**config.mk**
```make
export PLATFORM = sky130hd
export DESIGN_NAME = display_refresh_scheduler
export DESIGN_NICKNAME = d
export VERILOG_FILES = /design/src/rtl/display_refresh_scheduler.sv
export SDC_FILE = /design/constraint.sdc
export NUM_CORES = 1
export LEC_CHECK = 0
export BUFFER_PORTS_ARGS = -buffer_cell sky130_fd_sc_hd__buf_2
export CORE_ASPECT_RATIO = 0.75
export CORE_UTILIZATION = 40
export DETAILED_ROUTE_END_ITERATION = 10
export PLACE_DENSITY_LB_ADDON = 0.1
export REMOVE_ABC_BUFFERS = 1
export SLEW_MARGIN = 20
export SYNTH_ARGS = -nofsm -noshare
export SYNTH_HDL_FRONTEND = slang
export SYNTH_SLANG_ARGS = --single-unit
```
**constraint.sdc**
```tcl
create_clock -name i_clock -period 2.6 [get_ports i_clock]
set_input_delay 0.13 -clock i_clock [delete_from_list [all_inputs] [get_ports i_clock]]
set_output_delay 0.13 -clock i_clock [all_outputs]
set_load 0.03 [all_outputs]
```
**src/rtl/display_refresh_scheduler.sv**
```systemverilog
// display_refresh_scheduler: digit-slot timing, guarded active-low anode drive and frame-synchronous value commit for a 4-digit 7-seg display
// Ports:
//   i_clock        system clock, rising edge
//   i_reset        synchronous active-high reset
//   i_value_in     16-bit value, sampled only at a frame-boundary commit
//   i_load_req     level request to commit i_value_in, held until o_load_ack
//   o_load_ack     one-cycle pulse after a commit (coincides with o_frame_start)
//   i_lz_suppress  1 = blank leading zero digits
//   i_digit_en     per-digit enable mask, bit i = digit i
//   o_digit_idx    digit currently scheduled (0 = rightmost)
//   o_nibble_out   shadow nibble of the scheduled digit
//   o_anodes       active-low digit enables
//   o_frame_start  high in the first cycle of the digit-0 slot
module display_refresh_scheduler #(
    parameter int REFRESH_DIV  = 100000,
    parameter int GUARD_CYCLES = 1000
) (
    input  logic        i_clock,
    input  logic        i_reset,
    input  logic [15:0] i_value_in,
    input  logic        i_load_req,
    output logic        o_load_ack,
    input  logic        i_lz_suppress,
    input  logic [3:0]  i_digit_en,
    output logic [1:0]  o_digit_idx,
    output logic [3:0]  o_nibble_out,
    output logic [3:0]  o_anodes,
    output logic        o_frame_start
);
    localparam int PW = (REFRESH_DIV > 2) ? $clog2(REFRESH_DIV) : 1;
    localparam logic [PW-1:0] LAST     = PW'(REFRESH_DIV - 1);
    localparam logic [PW-1:0] GUARD_M1 = PW'(GUARD_CYCLES - 1);
    localparam logic [PW-1:0] ONE      = PW'(1);

    typedef enum logic {GUARD, DRIVE} state_t;

    state_t          r_state;
    logic [PW-1:0]   r_presc;
    logic [1:0]      r_digit_idx;
    logic [15:0]     r_shadow;
    logic            r_load_ack;
    logic            w_wrap;
    logic            w_commit;
    logic [3:0]      w_lz_blank;
    logic [3:0]      w_sel;

    assign w_wrap   = (r_presc == LAST);
    assign w_commit = w_wrap && (r_digit_idx == 2'd3) && i_load_req;

    // Blanking chains from the most significant digit; digit 0 always shows so a zero value reads "0".
    assign w_lz_blank[3] = i_lz_suppress && (r_shadow[15:12] == 4'h0);
    assign w_lz_blank[2] = w_lz_blank[3] && (r_shadow[11:8] == 4'h0);
    assign w_lz_blank[1] = w_lz_blank[2] && (r_shadow[7:4] == 4'h0);
    assign w_lz_blank[0] = 1'b0;

    assign w_sel = 4'b0001 << r_digit_idx;

    // Enable mask and blanking act combinationally so changes land in the same cycle.
    assign o_anodes      = (r_state == DRIVE) ? ~(w_sel & i_digit_en & ~w_lz_blank) : 4'hF;
    assign o_nibble_out  = r_shadow[{r_digit_idx, 2'b00} +: 4];
    assign o_digit_idx   = r_digit_idx;
    assign o_load_ack    = r_load_ack;
    assign o_frame_start = (r_presc == '0) && (r_digit_idx == 2'd0);

    always_ff @(posedge i_clock) begin
        if (i_reset) begin
            r_state     <= GUARD;
            r_presc     <= '0;
            r_digit_idx <= 2'd0;
            r_shadow    <= 16'h0000;
            r_load_ack  <= 1'b0;
        end else begin
            r_presc     <= w_wrap ? '0 : r_presc + ONE;
            r_digit_idx <= w_wrap ? r_digit_idx + 2'd1 : r_digit_idx;
            r_state     <= w_wrap ? GUARD : (r_presc == GUARD_M1) ? DRIVE : r_state;
            r_load_ack  <= w_commit;
            if (w_commit)
                r_shadow <= i_value_in;
        end
    end
endmodule

```
After elaboration in Yosys (flattened, before gate mapping)
Cells that the tools add are included.
Word-level totals
  bits in registers: 37
  latch bits: 0
  RAM bits: 0
  memory bits (read-only): 0
  input port bits: 24
  output and inout port bits: 12
  word-level logic and storage cells: 29
  memories: 0
Operators by class
  add/sub/neg operators: 2
  multipliers: 0
  divide/modulo/power cells: 0
  magnitude comparators: 0
  equality and inequality tests: 3
  shift-type cells: 2
  multiplexer cells: 1
  bitwise gates (word level): 4
  reduce and logical (&&, ||, !) cells: 12
Operators with widths (number)
  17-bit by 1-bit adder with 17-bit output (second input constant): 1
  17-bit by 10-bit == test with 1-bit output (second input constant): 1
  17-bit == test (second input constant): 1
  17-bit zero test: 1
  16-bit by 5-bit variable part select with 4-bit output: 1
  4-bit zero test: 3
  4-bit AND: 2
  4-bit inverter: 2
  1-bit logical AND: 6
  4-bit 2-to-1 mux: 1
  1-bit by 2-bit << shifter with 4-bit output (first input constant): 1
  2-bit by 1-bit adder with 2-bit output (second input constant): 1
  2-bit == test (second input constant): 1
  2-bit zero test: 1
  2-bit OR reduction: 1

Depth between registers and ports, before layout
  word-level depth: 8
  gate-level depth with buffers: 8
  depth with buffers taken out: 5

Worst setup path before layout
No wires, ideal clock.
  path kind: reg2reg
  from: register r_presc[0]
  to: register r_shadow[10]
  setup time: 0.132 ns
  data arrival time: 1.897 ns
  required time: 2.468 ns
  slack: 0.570 ns
  stages on the path, launching flop included: 9
  path buffers: 3
  clock period less this slack: 2.030 ns
  cell sequence: dfxtp_1 ha_1 clkbuf_1 nand4_1 or4_4 buf_6 buf_8 o21ai_1 a21oi_1
On the way
  word-level cells in the longest chain between the ends: 3
RTL lines
  start, declared: line 38  | logic [PW-1:0] r_presc;
  start signal, assigned: line 73  | r_presc <= w_wrap ? '0 : r_presc + ONE;
  17-bit == test: line 47  | assign w_wrap = (r_presc == LAST);
  1-bit logical AND (2 in a row): line 48  | assign w_commit = w_wrap && (r_digit_idx == 2'd3) && i_load_req;
  end signal, assigned: line 78  | r_shadow <= i_value_in;
  end, declared: line 40  | logic [15:0] r_shadow;
No other way between the ends.
A chain may end at the register's enable or synchronous reset.

Worst setup path after layout
  from: register r_presc[14]
  to: output port o_frame_start
On the way
  word-level cells in the longest chain between the ends: 2
RTL lines
  17-bit zero test: line 63  | assign o_frame_start = (r_presc == '0) && (r_digit_idx == 2'd0);
  1-bit logical AND: line 63
  end, declared: line 28  | output logic o_frame_start
No other way between the ends.

==> results.toml <==
[global_route]
grt_max_degree = 22
grtUsageTotal = 0.2024
grt_pass1_wl_um = 7293
antenna_found_initial = 0
grt_pass1_vias = 1427
overflow = 0

[floorplanning]
die_height_um = 61.19
ios = 36
placementRows = 21
initial_core_util = 0.4182
die_w_um = 80.91
core_area_um2 = 4467
die_area_um2 = 4950

[critical_path]
slowest_stage = "or4_1"
critPathCaptureType = "output pin"
path_cells = "or4_1 -> nor3_1 -> and3_1 -> buf_2"
startpoint = "r_presc[14]"
critPathMaxFanout = 5
rr_startpoint = "r_presc[6]"
worstPathRequired_ns = 2.47
max_stage_delay_ns = 0.62
startpoint_type = "flop"
path_class = "flop to output pin"
path_buf_inv = 1
cp_top_family = "simple AND/OR/NAND/NOR gates"
arrival_ns = 1.91

[cells_and_area]
drive_gt1_frac = 0.2469
fillers = 465
multi_input_area_um2 = 1016
diodes = 0
fin_cells = 300
area_growth_pct = 15.27
fin_util = 0.4821
seq_area_um2 = 740.7
nets = 272

[logic_synthesis]
syn-mean-instance-area_um2 = 8.895
ys.flop_type = "dfxtp_1"
yosys_warnings = 0
seq_area_frac_synth = 0.3965
ys_ff_latch = 37
syn_area_um2 = 1868
yosysUniqueCellTypes = 36
ys_async_sr_fraction = 0
synthCells = 210
synth-edff-count = 0

[pwr]
p_seq_frac = 0.567
p_sw_frac = 0.2361
power_mw = 1.020
power-per-cell-area_nw_per_um2 = 473.6
switchingPower_mw = 0.2408
p_clk_frac = 0.381
p_int_mw = 0.7789
ir_drop_v = 0.0002291
combPwrFrac = 0.052
p_leak_nw = 0.7811

[hold_path]
worstHoldStart = "i_value_in[9]"
hold_class = "input pin to flop"

[flow_run]
max_cap_violations = 0

[clocking]
clockBufferDepth = 2
worstSkewPairLatency_ns = 0.29
postCtsSetupBuffers = 0
htree_num_levels = 2
cts_tree = "done"
cts_buffers = 5
cts-resized-gates = 0
numClockSinks = 37
clk_pin_slew_worst_paths_ns = 0.07
cts-hold-fix-buffers = 0
root_buffer = "clkbuf_8"

[timing]
hold_viol_final = 0
period_needed_ns = 2.040
worst_pin_slew_ns = 0.5859
skew_ns = 0.002494
slew_headroom = 0.6084
fin_hold_ws_ns = 0.08459
rsz0062_at_grt = "no"
max_freq_mhz = 490.2
setup_viol = 0
period_share = 0.7847
setup_tns_ns = 0
maxSlewViolCount = 0

[detailed_routing]
drt-pass1-iter-count = 6
via_per_inst = 5.540
drt.antenna.violating_nets = 0
drt-total-wl_um = 4520
avgRoutedWirePerCell_um = 15.07
first_iter_violations = 114
vias = 1662
drcViolationCount = 0

[placed_design]
dp.cells = 292
hpwl_um = 3129
io_buffers = 35
globalplace.congestion = 0.7937

[outcome]
status = "finished clean"
[layout by cell type, fill, tap and decap left out, types with 7 or more instances in the layout]
master,n
buf_2,35
nor4_1,7
nor2_1,18
nand4_1,26
dfxtp_1,37
o21ai_0,9
a21oi_1,19
nand3_1,10
o21ai_1,8
xnor2_1,8
[layer usage]
| metal | GRT usage | up-vias | share of wire |
|---|---|---|---|
| li1 | - | 840 | - |
| met1 | 0.3251 | 781 | 0.56 |
| met2 | 0.2485 | 34 | 0.38 |
| met3 | 0.04000 | 7 | 0.040 |
| met4 | 0.09184 | 0 | 0.020 |
| met5 | 0 | - | 0 |
[power groups by stage]
stage,clock [mW],combinational (mW),sequential (mW)
floorplan,0,0.0230,0.589
global placement,0,0.0530,0.591
detailed placement,0,0.0531,0.591
CTS,0.402,0.0536,0.578
global route,0.425,0.0591,0.579
finish,0.389,0.0531,0.578
[area by class of cell]
cell class	instances	area share
multi-input cells	151	0.4718
flip-flops and latches	37	0.3440
repair buffers	41	0.1023
clock buffers	6	0.03370
well taps	57	0.03312
inverters	6	0.01046
clock inverters	2	0.004648
[Yosys cell counts, types with 2 or more instances]
master,count,share of area
dfxtp_1,37,0.40
nand4_1,26,0.087
a21oi_1,19,0.051
nor2_1,18,0.036
clkbuf_1,10,0.020
nand3_1,10,0.027
o21ai_0,9,0.024
nor4_1,8,0.027
o21ai_1,8,0.021
xnor2_1,8,0.038
ha_1,6,0.040
inv_1,6,0.012
nand2_1,6,0.012
xor2_1,6,0.028
mux4_2,4,0.048
or4_1,4,0.016
and2_1,2,0.0067
and3_1,2,0.0067
buf_4,2,0.0080
buf_6,2,0.012
nor3_1,2,0.0054
[worst paths after layout]
check                                endpoint  slack, ns  cells past startpoint
worst min-delay path              r_shadow[9]       0.08                      3
worst max register to register    r_shadow[7]       0.69                      4
worst max-delay path            o_frame_start       0.56                      4
worst min register to register    r_shadow[1]       0.49                      2
[state kept, by name, summed over array words and instances, names as in the netlist]
| register | count |
|---|---|
| r_shadow | 16 |
| r_presc | 17 |
| r_state | 1 |
| o_load_ack | 1 |
| o_digit_idx | 2 |
[through the flow]
stage | worst slack (ns) | area (µm²)
floorplan | -0.4277 | 1773
global placement | 0.7329 | 2071
detailed placement | 0.7029 | 2071
CTS | 0.5465 | 2153
global route | 0.4780 | 2153
finish | 0.5599 | 2153
[worst reg2reg max path, stage by stage (launching register included)]
cell and delay (ns):
dfxtp_1 0.37, or3_4 0.42, or4_4 0.68, o21ai_0 0.23
a21oi_1 0.09
[kinds of logic (layout without fill, tap and decap cells)]
logic type / after synthesis / after routing / synth area share
AND/OR/NAND/NOR: 86 / 86 / 0.2693
AO/OA/AOI/OAI: 41 / 41 / 0.1172
flip-flops: 37 / 37 / 0.3965
buffers and inverters: 22 / 55 / 0.06295
XOR/XNOR: 14 / 14 / 0.06564
adder cells (fa/ha/maj): 6 / 6 / 0.04019
multiplexers: 4 / 4 / 0.04823
Note: power is estimated with default switching activity, not from simulation.
